$ cat src/rtl/sram_bus_arbiter.sv
`default_nettype none
// +--------------------------------------------------------------------------+
// | Module   : sram_bus_arbiter                                              |
// | Purpose  : Owns the shared 8-bit external SRAM bus. Arbitrates two       |
// |            req/ack requesters (core c_*, loader l_*) round-robin and     |
// |            sequences address latch, /OE, /WE and the output-latch strobe.|
// | Ports    : clk, reset (async, active-high)                               |
// |            c_req/c_we/c_addr/c_wdata -> c_ack   core requester           |
// |            l_req/l_we/l_addr/l_wdata -> l_ack   loader requester         |
// |            rdata, busy, gnt_id                  status / read data       |
// |            bus_in, bus_out, bus_oe              external data bus        |
// |            mem_latch_clk, mem_oe_n, mem_we_n    SRAM control             |
// |            out_latch_clk                        output latch clock       |
// | Revision : 1.0  initial release                                          |
// +--------------------------------------------------------------------------+
module sram_bus_arbiter #(
  parameter logic [7:0] OUT_ADDR  = 8'hFF,
  parameter int         WE_CYCLES = 1
) (
  input  logic       clk,
  input  logic       reset,
  input  logic       c_req,
  input  logic       c_we,
  input  logic [7:0] c_addr,
  input  logic [7:0] c_wdata,
  output logic       c_ack,
  input  logic       l_req,
  input  logic       l_we,
  input  logic [7:0] l_addr,
  input  logic [7:0] l_wdata,
  output logic       l_ack,
  output logic [7:0] rdata,
  output logic       busy,
  output logic       gnt_id,
  input  logic [7:0] bus_in,
  output logic [7:0] bus_out,
  output logic [7:0] bus_oe,
  output logic       mem_latch_clk,
  output logic       mem_oe_n,
  output logic       mem_we_n,
  output logic       out_latch_clk
);

  typedef enum logic [3:0] {
    S_IDLE    = 4'd0,
    S_ADDR    = 4'd1,
    S_LATCH   = 4'd2,
    S_RD_OE   = 4'd3,
    S_RD_CAP  = 4'd4,
    S_WR_DATA = 4'd5,
    S_WR_STB  = 4'd6,
    S_WR_HOLD = 4'd7,
    S_DONE    = 4'd8
  } state_t;

  // Strobe counter counts down to zero; load value gives WE_CYCLES cycles.
  localparam logic [1:0] c_STB_LOAD = 2'(WE_CYCLES - 1);

  state_t     r_state;
  logic       r_rr_last;
  logic       r_we;
  logic [7:0] r_addr;
  logic [7:0] r_wdata;
  logic [1:0] r_cnt;

  logic       w_req_any;
  logic       w_pick_ld;
  logic       w_sel_we;
  logic [7:0] w_sel_addr;
  logic [7:0] w_sel_wdata;

  // On a tie the requester that did not win last time gets the bus.
  assign w_req_any   = c_req | l_req;
  assign w_pick_ld   = (c_req & l_req) ? ~r_rr_last : l_req;
  assign w_sel_we    = w_pick_ld ? l_we    : c_we;
  assign w_sel_addr  = w_pick_ld ? l_addr  : c_addr;
  assign w_sel_wdata = w_pick_ld ? l_wdata : c_wdata;

  // Outputs are assigned on the transition into a state so that each state's
  // output values are registered and hold for that state's whole cycle.
  always_ff @(posedge clk or posedge reset) begin
    if (reset) begin
      r_state       <= S_IDLE;
      r_rr_last     <= 1'b1;
      r_we          <= 1'b0;
      r_addr        <= 8'h00;
      r_wdata       <= 8'h00;
      r_cnt         <= 2'd0;
      c_ack         <= 1'b0;
      l_ack         <= 1'b0;
      rdata         <= 8'h00;
      busy          <= 1'b0;
      gnt_id        <= 1'b0;
      bus_out       <= 8'h00;
      bus_oe        <= 8'h00;
      mem_latch_clk <= 1'b0;
      mem_oe_n      <= 1'b1;
      mem_we_n      <= 1'b1;
      out_latch_clk <= 1'b0;
    end else begin
      c_ack <= 1'b0;
      l_ack <= 1'b0;
      case (r_state)
        S_IDLE: begin
          if (w_req_any) begin
            r_we      <= w_sel_we;
            r_addr    <= w_sel_addr;
            r_wdata   <= w_sel_wdata;
            gnt_id    <= w_pick_ld;
            r_rr_last <= w_pick_ld;
            bus_out   <= w_sel_addr;
            bus_oe    <= 8'hFF;
            busy      <= 1'b1;
            r_state   <= S_ADDR;
          end
        end
        S_ADDR: begin
          mem_latch_clk <= 1'b1;
          r_state       <= S_LATCH;
        end
        S_LATCH: begin
          if (r_we) begin
            bus_out <= r_wdata;
            r_state <= S_WR_DATA;
          end else begin
            // Release the bus in the same cycle the SRAM is enabled to drive it.
            bus_oe   <= 8'h00;
            mem_oe_n <= 1'b0;
            r_state  <= S_RD_OE;
          end
        end
        S_RD_OE: begin
          r_state <= S_RD_CAP;
        end
        S_RD_CAP: begin
          rdata         <= bus_in;
          mem_oe_n      <= 1'b1;
          mem_latch_clk <= 1'b0;
          c_ack         <= ~gnt_id;
          l_ack         <= gnt_id;
          r_state       <= S_DONE;
        end
        S_WR_DATA: begin
          r_cnt <= c_STB_LOAD;
          if (r_addr == OUT_ADDR) begin
            out_latch_clk <= 1'b1;
          end else begin
            mem_we_n <= 1'b0;
          end
          r_state <= S_WR_STB;
        end
        S_WR_STB: begin
          if (r_cnt == 2'd0) begin
            mem_we_n      <= 1'b1;
            out_latch_clk <= 1'b0;
            r_state       <= S_WR_HOLD;
          end else begin
            r_cnt <= r_cnt - 2'd1;
          end
        end
        S_WR_HOLD: begin
          bus_oe        <= 8'h00;
          mem_latch_clk <= 1'b0;
          c_ack         <= ~gnt_id;
          l_ack         <= gnt_id;
          r_state       <= S_DONE;
        end
        S_DONE: begin
          busy    <= 1'b0;
          r_state <= S_IDLE;
        end
        default: begin
          busy    <= 1'b0;
          r_state <= S_IDLE;
        end
      endcase
    end
  end

endmodule
`default_nettype wire
$ cat config.mk
export PLATFORM = sky130hd
export DESIGN_NAME = sram_bus_arbiter
export DESIGN_NICKNAME = d
export VERILOG_FILES = /design/src/rtl/sram_bus_arbiter.sv
export SDC_FILE = /design/constraint.sdc
export NUM_CORES = 1
export LEC_CHECK = 0
export BUFFER_PORTS_ARGS = -buffer_cell sky130_fd_sc_hd__clkbuf_2
export CAP_MARGIN = 40
export CORE_MARGIN = 2
export CORE_UTILIZATION = 25
export CTS_CLUSTER_DIAMETER = 200
export DETAILED_ROUTE_END_ITERATION = 6
export SYNTH_ARGS = -nofsm -noshare
export SYNTH_HDL_FRONTEND = slang
export SYNTH_SLANG_ARGS = --single-unit
$ cat constraint.sdc
create_clock -name clk -period 2.6 [get_ports clk]
set_input_delay 0.26 -clock clk [delete_from_list [all_inputs] [get_ports clk]]
set_output_delay 0.26 -clock clk [all_outputs]
set_load 0.005 [all_outputs]
==> metrics.md, run 1 <==
| Metric | Value |
|---|---|
| Gp weighted congestion | 0.783 |
| Cells after Synth | 217 |
| Synth warn | 0 |
| PortBufs | 77 |
| Register area share after synthesis | between 50 and 60% |
| EDFF count, synth | 0 |
| Synth top area share | 50.4% |
| Arr. time, crit path | 2.12 ns |
| Drt via density | between 4 and 5 |
| Vias in the first global route | 1732 |
| Placed insts | just under 400 |
| Dpl hpwl | approximately 3.9 mm |
| Initial core utilization | 25.9% |
| Final Hold Fails | 0 |
| Floorplan die height | between 90 and 100 microns |
| Least-Margin Pin Slew | 0.756 ns |
| Violation count after the first detailed-route iteration | 74 |
| Critical path class | reg2reg |
| Status | complete, no violations |
| Sink Count | 49 |
| Crit end category | flip-flop |
| Area Overhead vs Synth | 22.3% |
| GR Overflow Total | 0 |
| Synth async-reset ratio | 100% |
| Reg2Reg Depth | 4 |
| Die Footprint | 9920 sq um |
| Most numerous cell in the Yosys netlist | dfrtp_1 |
| Synth top cells by count | 46 x dfrtp_1, 38 x nand2_1, 17 x nor2_1, 10 x a31oi_1 |
| Leakage | 0.00130 uW |
| CTS resizes | 0 |
| Post-synthesis cell type count | 41 |
| Largest buffer count on any clock path | 2 |
| Slew margin rel. | 49.3% |
| Clk slew on worst S/H paths | approximately 0.1 ns |
| Critical path peak fanout | 13 |
| Drt drc | 0 |
| Final Cycle Share | roughly 72% |
| Hold Startpoint | l_wdata[3] |
| Top cells by area, synth | dfrtp_1 50%, nand2_1 6.2%, mux2_2 3.9%, o221a_2 3.9%, dfstp_2 3.5% |
| DR WL/cell | 12.9 microns |
| Setup TNS | 0 ns |
| Synth Cell Area | between 2000 and 2500 sq um |
| Clock Latency Late Sink | 0.31 ns |
| Maxcap violations | 0 |
| Clk_skew | around 0.0065 ns |
| First-pass GRT wire length | 8.36 mm |
| Syn_nets | 264 |
| Post-layout net count | approximately 330 |
| Layout cell share with drive strength beyond 1 | 40.1% |
| Antenna-violating nets left | 0 |
| CTS tree | done |
| Row count | 34 |
| Startpoint types | flip-flop |
| Pre-antenna DRT Iters | 4 |
| R2r endpoint | bus_out[6] |
| Min cycle time layout | 1.87 ns |
| Antenna Cells | 0 |
| RSZ-0062 raised after global routing | no |
| Leading area contributor after synthesis | dfrtp_1 |
| Avg Inst Size Synth | 10.5 sq um |
| Worst EP required | roughly 2.9 ns |
| Non-filler cells, final | 395 |
| # IOs | 78 |
| Core Area | 8810 sq um |
| Vias | 1795 |
| Largest net degree at the start of global routing | 36 |
| Min-delay worst type | in2reg |
| H-Tree Depth | 2 |
| Peak Freq | between 500 and 600 MHz |
| #FFs+latches synth | 49 |
| Final wirelength | 5.10 mm |
| Max Slew Vio Count | 0 |
| R2R Setup Slk | between 0.7 and 0.8 ns |
| Power density cells | 1130 nW/um^2 |
| Cells on Worst Hold Path | 3 |
| Root Buffer | clkbuf_8 |
| CTS buffer count | 5 |
| Initial antenna violation count | 0 |
| Hold Crit Endpoint | r_wdata[3] |
| Total GRT Usage | a little over a tenth |
| Reg2reg start | r_state[0] |
| Ys flop type | dfrtp_1 |
| # setup viols final | 0 |
| Die Wd | about 100 microns |
| Peak VDD IR | 398 uV |
cell families (layout without fill, tap and decap cells):
group / after synthesis / count (layout) / synth area share (%)
adder cells (fa/ha/maj): 1 / 1 / 0.548
flip-flops: 49 / 49 / 53.8
AND/OR/NAND/NOR: 88 / 88 / 18.9
multiplexers: 10 / 10 / 4.82
buffers and inverters: 25 / 95 / 7.23
AO/OA/AOI/OAI: 44 / 44 / 14.7
where the power goes:
part	switching, uW	leakage [uW]	internal, uW
Clock	274	0.0000518	221
Combinational	603	0.000672	631
Sequential	297	0.000571	1130
worst max path at each step:
| stage | start | to | slack (ns) |
|---|---|---|---|
| 3_5_place_dp | r_state[0] | bus_out[6] | 0.71 |
| 3_3_place_gp | r_state[0] | bus_out[0] | 0.73 |
| 5_1_grt | r_state[3] | bus_out[4] | 0.59 |
| 2_1_floorplan | r_state[2] | bus_out[0] | 1.08 |
| 6_report | r_state[0] | bus_out[6] | 0.73 |
| 4_1_cts | r_state[0] | bus_out[6] | 0.70 |
cells in the final DEF (no fill, tap or decap), types with 2 or more instances in the layout:
cell and instances:
inv_1 5, o221a_2 8, nand2_1 38, nand3_1 8
nand2b_1 2, mux2_2 8, a21o_1 2, mux2i_1 2
nor2_1 17, clkbuf_2 77, nor4_1 2, dfrtp_1 46
dfstp_2 3, o21a_1 8, and2_1 2, clkbuf_8 6
nand4_1 3, a21oi_1 5, buf_4 3, a31oi_1 10
nor3_1 7, o21ai_0 4
flip-flops by register name (all words and copies together) (netlist names), 2 cells and up:
name / cells
rdata: 8
r_state: 4
r_wdata: 8
bus_out: 8
r_addr: 8
r_cnt: 2
critical path: stages, from the launching register on:
cell	delay, ns
dfrtp_1	0.55
nand2b_1	0.23
or3_1	0.55
nand2_2	0.25
o221a_2	0.23
per-stage QoR:
stage	util, %	cell area [sq um]	setup WS, ns	power, uW	hold slack, ns
after floorplan	-	2280	1.08	2370	0.323
after global placement	30.5	2690	0.734	2660	0.309
after detailed placement	30.5	2690	0.709	2710	0.310
after CTS	31.7	2800	0.698	3210	0.164
after global routing	31.7	2800	0.590	3420	0.174
final	31.7	2800	0.727	3150	0.175
metal layers:
layer | up-vias | share of wire (%) | track usage, %
met4 | 0 | 0.73 | 2.53
li1 | 891 | - | -
met3 | 4 | 5.5 | 2.46
met2 | 58 | 47 | 17.2
met1 | 842 | 47 | 14.0
met5 | - | 0 | 0
timing repair:
action                     4_1_cts  5_1_grt
hold endpoints to repair        21        0
setup endpoints to repair        0        0
buffers inserted                 0        0
hold buffers                     1        0
cell type report:
cell class / count / area, sq um
fill: 905 / 6010
sequential: 49 / 1230
inverter: 6 / 22.5
multi-input combinational: 143 / 890
clock buffer: 6 / 82.6
timing repair buffer: 81 / 418
tap: 108 / 135
clock inverter: 2 / 17.5
No activity file was read; power rests on OpenSTA's default activity.
==> run 2: changes to the inputs <==
==> constraint.sdc (replaced) <==
create_clock -name clk -period 1.9 [get_ports clk]
set_input_delay 0.19 -clock clk [delete_from_list [all_inputs] [get_ports clk]]
set_output_delay 0.19 -clock clk [all_outputs]
set_load 0.005 [all_outputs]
==> run 2 against run 1 <==
  * First-iteration DRC count fell by 26%
  * Cell count increased by 1.0%
  * Combinational power is 51% higher
  * Final area is 1.9% higher
  * Routed wire length is essentially flat
  * Via count up 0.17%
  * Maximum frequency increased by 9.0%
  * Setup slack lost 0.54 ns
  * Critical path depth is 1 higher
  * Largest power group unchanged
  * Critical endpoint is now out_latch_clk
  * Sequential power rose by 34%
==> metrics.md, run 2 (synthesis gave the netlist of run 1 again) <==
| Metric | Value |
|---|---|
| Total GRT Usage | 10.7% (was 10.5%) |
| Critical path peak fanout | 10 (was 13) |
| Pre-antenna DRT Iters | 6 (was 4) |
| Status | complete, no violations (unchanged) |
| RSZ-0062 raised after global routing | no (unchanged) |
| Initial antenna violation count | 0 (unchanged) |
| Clock Latency Late Sink | 0.31 ns (about the same) |
| DR WL/cell | 12.8 microns (was 12.9 microns) |
| Maxcap violations | 0 (unchanged) |
| Clk slew on worst S/H paths | 0.10 ns (about the same) |
| Critical path class | reg2reg (unchanged) |
| Tot Pwr | 4420 uW (was 3150 uW) |
| R2R Setup Slk | 0.18 ns (was 0.73 ns) |
| Final wirelength | 5.10 mm (about the same) |
| Drt via density | 4.51 (was 4.54) |
| Largest net degree at the start of global routing | 36 (unchanged) |
| Final Cycle Share | 90.4% (was 72.0%) |
| Gp weighted congestion | 0.761 (was 0.783) |
| Reg2reg start | r_state[0] (unchanged) |
| CTS tree | done (unchanged) |
| H-Tree Depth | 2 (unchanged) |
| CP Launch Point | r_state[0] (unchanged) |
| Clk_skew | 0.00782 ns (was 0.00646 ns) |
| Startpoint types | flip-flop (unchanged) |
| Dpl hpwl | 3.89 mm (was 3.90 mm) |
| Leakage | 0.00132 uW (was 0.00130 uW) |
| First-pass GRT wire length | 8.46 mm (was 8.36 mm) |
| Peak VDD IR | 547 uV (was 398 uV) |
| Commonest non-fill, non-tap cell in the layout | clkbuf_2 (unchanged) |
| CP cell instances | buf_4, nor2b_1, nand3_1, nor4_1, a21o_1 (was nand2b_1, or3_1, nand2_2, o221a_2) |
| Setup bufs post-CTS | 0 (unchanged) |
| Antenna-violating nets left | 0 (unchanged) |
| Die Wd | 99.6 microns (unchanged) |
| Final Util | 32.3% (was 31.7%) |
| Vias | 1798 (was 1795) |
| Drt drc | 0 (unchanged) |
| Crit end category | flip-flop (unchanged) |
| Core Area | 8810 sq um (unchanged) |
| Final Hold Fails | 0 (unchanged) |
| Vias in the first global route | 1743 (was 1732) |
| Max Slew Vio Count | 0 (unchanged) |
| Setup TNS | 0 ns (unchanged) |
| Slew margin rel. | 48.9% (was 49.3%) |
| GR Overflow Total | 0 (unchanged) |
| Least-Margin Pin Slew | 0.762 ns (was 0.756 ns) |
| Row count | 34 (unchanged) |
| Sink Count | 49 (unchanged) |
| Layout cell share with drive strength beyond 1 | 40.9% (was 40.1%) |
| Root Buffer | clkbuf_8 (unchanged) |
| PortBufs | 77 (unchanged) |
| Largest buffer count on any clock path | 2 (unchanged) |
| Power density cells | 1550 nW/um^2 (was 1130 nW/um^2) |
| Initial core utilization | 25.9% (unchanged) |
| # IOs | 78 (unchanged) |
| Most frequent cells in the layout | 77 x clkbuf_2, 46 x dfrtp_1, 38 x nand2_1 (unchanged) |
| # setup viols final | 0 (unchanged) |
| Worst EP required | 2.15 ns (was 2.85 ns) |
| Reg2Reg Depth | 5 (was 4) |
| Floorplan die height | 99.6 microns (unchanged) |
| Die Footprint | 9920 sq um (unchanged) |
| Antenna Cells | 0 (unchanged) |
| Place WS | 0.201 ns (was 0.709 ns) |
| Fin Hold WS | 0.0988 ns (was 0.175 ns) |
| Slowest CP cell | dfrtp_1 (unchanged) |
| R2r endpoint | out_latch_clk (was bus_out[6]) |
| Min cycle time layout | 1.72 ns (was 1.87 ns) |
| Violation count after the first detailed-route iteration | 55 (was 74) |
| CTS buffer count | 5 (unchanged) |
| Area Overhead vs Synth | 24.6% (was 22.3%) |
| Arr. time, crit path | 1.97 ns (was 2.12 ns) |
| Final WS setup | 0.182 ns (was 0.727 ns) |
| Setup crit end | out_latch_clk (was bus_out[6]) |
| Peak Freq | 582 MHz (was 534 MHz) |
| Min-delay worst type | in2reg (unchanged) |
| Post-layout net count | 337 (was 333) |
| Max incr delay on CP | 0.48 ns (was 0.55 ns) |
[run 2: changes by cell type in the layout (fill, tap and decap cells not counted)]
cell and delta:
buf_12 +2, clkbuf_8 -1, inv_8 +1, buf_4 +2
[run 2: critical path: cells and delay by family, from the launching register on]
kind,cells,cell delay (ns)
AO/OA/AOI/OAI,1,0.11
buffers and inverters,1,0.21
flip-flops,1,0.48
AND/OR/NAND/NOR,3,0.86
[run 2: metal layers]
layer | routed length, microns | share of wire, % | global-route usage [%]
met1 | 2470 | 48 | 14.1
met2 | 2290 | 45 | 17.3
met3 | 306 | 6.0 | 3.16
met4 | 34 | 0.67 | 2.53
met5 | 0 | 0 | 0
[run 2: worst min-delay path by stage]
stage	startpoint	endpoint	slack [ns]	depth (start not counted)
after floorplan	c_req	r_rr_last	0.25	1
after global placement	reset	r_state[2]	0.24	2
after detailed placement	reset	r_cnt[1]	0.25	2
after CTS	c_wdata[4]	r_wdata[4]	0.08	3
after global routing	c_wdata[4]	r_wdata[4]	0.1	3
final	c_wdata[4]	r_wdata[4]	0.1	3
[run 2: stage by stage]
stage,instance area [sq um],std cells
detailed placement,2740,390
CTS,2850,399
floorplan,2280,217
global route,2850,399
finish,2850,399
global placement,2740,390
[run 2: repair_timing]
item,CTS,global route
endpoints found under the hold margin,18,0
gates resized for setup,0,0
hold buffers,1,0
[run 2: report_power, final]
group | switching, uW | internal, uW
combinational | 906 | 953
clock | 386 | 276
sequential | 351 | 1540
[run 2: cell type report]
cell class                 count  area [sq um]
tap                          108           135
inverter                       6          22.5
fill                         935          5960
timing repair buffer          85           473
sequential                    49          1230
clock inverter                 3          28.8
clock buffer                   5          68.8
multi-input combinational    143           890
==> run 3: changes to the inputs <==
--- a/config.mk
+++ b/config.mk
@@ -8,7 +8,7 @@
 export BUFFER_PORTS_ARGS = -buffer_cell sky130_fd_sc_hd__clkbuf_2
 export CAP_MARGIN = 40
 export CORE_MARGIN = 2
-export CORE_UTILIZATION = 25
+export CORE_UTILIZATION = 35
 export CTS_CLUSTER_DIAMETER = 200
 export DETAILED_ROUTE_END_ITERATION = 6
 export SYNTH_ARGS = -nofsm -noshare
==> run 3 against run 2 <==
  * Cell count fell by 7.3%
  * Maximum frequency up 3.5%
  * Routed wire length decreased by 2.7%
  * Die area shrank 28%
  * Critical endpoint is now bus_out[7]
==> metrics.md, run 3 (synthesis gave the netlist of run 1 again) <==
| Metric | Value |
|---|---|
| Status | complete, no violations (unchanged) |
| Drt via density | 4.97 (was 4.51) |
| Die Footprint | 7190 sq um (was 9920 sq um) |
| Startpoint types | flip-flop (unchanged) |
| Gp weighted congestion | 0.794 (was 0.761) |
| Min-delay worst type | in2reg (unchanged) |
| Clock Latency Late Sink | 0.30 ns (was 0.31 ns) |
| CTS tree | done (unchanged) |
| R2r endpoint | bus_out[7] (was out_latch_clk) |
| Setup bufs post-CTS | 0 (unchanged) |
| Clk_skew | 0.00408 ns (was 0.00782 ns) |
| Reg2Reg Depth | 4 (was 5) |
| RSZ-0062 raised after global routing | no (unchanged) |
| Arr. time, crit path | 1.90 ns (was 1.97 ns) |
| Max incr delay on CP | 0.54 ns (was 0.48 ns) |
| Sink Count | 49 (unchanged) |
| Top Metal Used | met4 (unchanged) |
| Maxcap violations | 0 (unchanged) |
| Antenna-violating nets left | 0 (unchanged) |
| Floorplan die height | 84.8 microns (was 99.6 microns) |
| Peak VDD IR | 684 uV (was 547 uV) |
| First-pass GRT wire length | 8.53 mm (was 8.46 mm) |
| Slew margin rel. | 63.5% (was 48.9%) |
| Most frequent cells in the layout | 77 x clkbuf_2, 46 x dfrtp_1, 38 x nand2_1 (unchanged) |
| Critical path class | reg2reg (unchanged) |
| Clk slew on worst S/H paths | 0.09 ns (was 0.10 ns) |
| Reg2reg start | r_state[2] (was r_state[0]) |
| Vias in the first global route | 1815 (was 1743) |
| Violation count after the first detailed-route iteration | 110 (was 55) |
| Met3 wire len | 332 microns (was 306 microns) |
| Crit end category | flip-flop (unchanged) |
| Vias | 1840 (was 1798) |
| CP cell instances | nand2b_1, or3_4, nand2_2, o221a_2 (was buf_4, nor2b_1, nand3_1, nor4_1, a21o_1) |
| Row count | 29 (was 34) |
| H-Tree Depth | 2 (unchanged) |
| Dpl hpwl | 3.66 mm (was 3.89 mm) |
| Final Cycle Share | 87.4% (was 90.4%) |
| Post-layout net count | 339 (was 337) |
| Largest buffer count on any clock path | 2 (unchanged) |
| Setup crit end | bus_out[7] (was out_latch_clk) |
| Wire length on met2 | 2.19 mm (was 2.29 mm) |
| R2R Setup Slk | 0.24 ns (was 0.18 ns) |
| Final wirelength | 4.96 mm (was 5.10 mm) |
| GR Overflow Total | 0 (unchanged) |
| Setup TNS | 0 ns (unchanged) |
| Worst EP required | 2.14 ns (was 2.15 ns) |
| Peak Freq | 602 MHz (was 582 MHz) |
| Initial antenna violation count | 0 (unchanged) |
| Critical path peak fanout | 10 (unchanged) |
| M1 WL | 2.38 mm (was 2.47 mm) |
| Root Buffer | clkbuf_8 (unchanged) |
| Initial core utilization | 36.2% (was 25.9%) |
| Final Hold Fails | 0 (unchanged) |
| Power density cells | 1560 nW/um^2 (was 1550 nW/um^2) |
| Commonest non-fill, non-tap cell in the layout | clkbuf_2 (unchanged) |
| Leakage | 0.00133 uW (was 0.00132 uW) |
| Place WS | 0.118 ns (was 0.201 ns) |
| CTS buffer count | 5 (unchanged) |
| Pre-antenna DRT Iters | 4 (was 6) |
| # IOs | 78 (unchanged) |
| Core Area | 6310 sq um (was 8810 sq um) |
| Min cycle time layout | 1.66 ns (was 1.72 ns) |
| Slowest CP cell | dfrtp_1 (unchanged) |
| CP Launch Point | r_state[2] (was r_state[0]) |
| Area Overhead vs Synth | 23.3% (was 24.6%) |
| Fillers | 650 (was 935) |
| Largest net degree at the start of global routing | 50 (was 36) |
| Least-Margin Pin Slew | 0.544 ns (was 0.762 ns) |
| PortBufs | 77 (unchanged) |
| Max Slew Vio Count | 0 (unchanged) |
| DR WL/cell | 13.4 microns (was 12.8 microns) |
| Total GRT Usage | 14.7% (was 10.7%) |
| Drt drc | 0 (unchanged) |
| Layout cell share with drive strength beyond 1 | 41.3% (was 40.9%) |
| Final WS setup | 0.240 ns (was 0.182 ns) |
| Die Wd | 84.8 microns (was 99.6 microns) |
| # setup viols final | 0 (unchanged) |
| Antenna Cells | 0 (unchanged) |
-- run 3: changes by cell type in the layout (fill, tap and decap cells not counted), sizes merged --
cell | before | now
inv | 8 | 7
clkbuf | 82 | 83
buf | 7 | 9
-- run 3: cell type report --
cell class,count,area [sq um],area share (%)
sequential,49,1230,43.7
multi-input combinational,143,895,31.7
timing repair buffer,87,488,17.3
tap,77,96.3,3.42
clock buffer,6,72.6,2.58
inverter,6,22.5,0.799
clock inverter,2,13.8,0.488
-- run 3: per-layer routing --
| metal | vias up | global-route usage [%] |
|---|---|---|
| li1 | 908 | - |
| met4 | 0 | 4.47 |
| met5 | - | 0 |
| met1 | 849 | 20.2 |
| met3 | 7 | 3.54 |
| met2 | 76 | 23.1 |
-- run 3: what timing repair did --
action / CTS / global route
hold buffers: 1 / 0
setup endpoints to repair: 0 / 8
endpoints found under the hold margin: 46 / 0
resized for setup: 0 / 1
-- run 3: worst max-delay path, delay by kind of cell, from the launching register on --
| kind | cells | cell delay [ns] |
|---|---|---|
| AO/OA/AOI/OAI | 1 | 0.22 |
| flip-flops | 1 | 0.54 |
| AND/OR/NAND/NOR | 3 | 0.84 |
-- run 3: power breakdown --
| group | total [uW] | leakage, uW | internal (uW) | switching, uW |
|---|---|---|---|---|
| combinational | 1850 | 0.000713 | 964 | 882 |
| clock | 620 | 0.0000456 | 263 | 357 |
| sequential | 1920 | 0.000571 | 1540 | 379 |
-- run 3: through the flow --
| stage | instance area, sq um | util [%] | hold WS (ns) | total power (uW) | instances |
|---|---|---|---|---|---|
| floorplan | 2280 | - | 0.253 | 3240 | 217 |
| CTS | 2810 | 44.6 | 0.104 | 4440 | 370 |
| global route | 2820 | 44.6 | 0.104 | 4760 | 370 |
| detailed placement | 2720 | 43.0 | 0.239 | 3810 | 361 |
| finish | 2820 | 44.6 | 0.110 | 4390 | 370 |
| global placement | 2720 | 43.0 | 0.239 | 3760 | 361 |
-- run 3: worst min-delay path by stage --
stage | start | endpoint | cells past startpoint
finish | l_wdata[0] | r_wdata[0] | 3
CTS | bus_in[4] | rdata[4] | 2
global placement | reset | rdata[4] | 3
detailed placement | reset | rdata[4] | 3
floorplan | c_req | r_rr_last | 1
global route | bus_in[2] | rdata[2] | 2
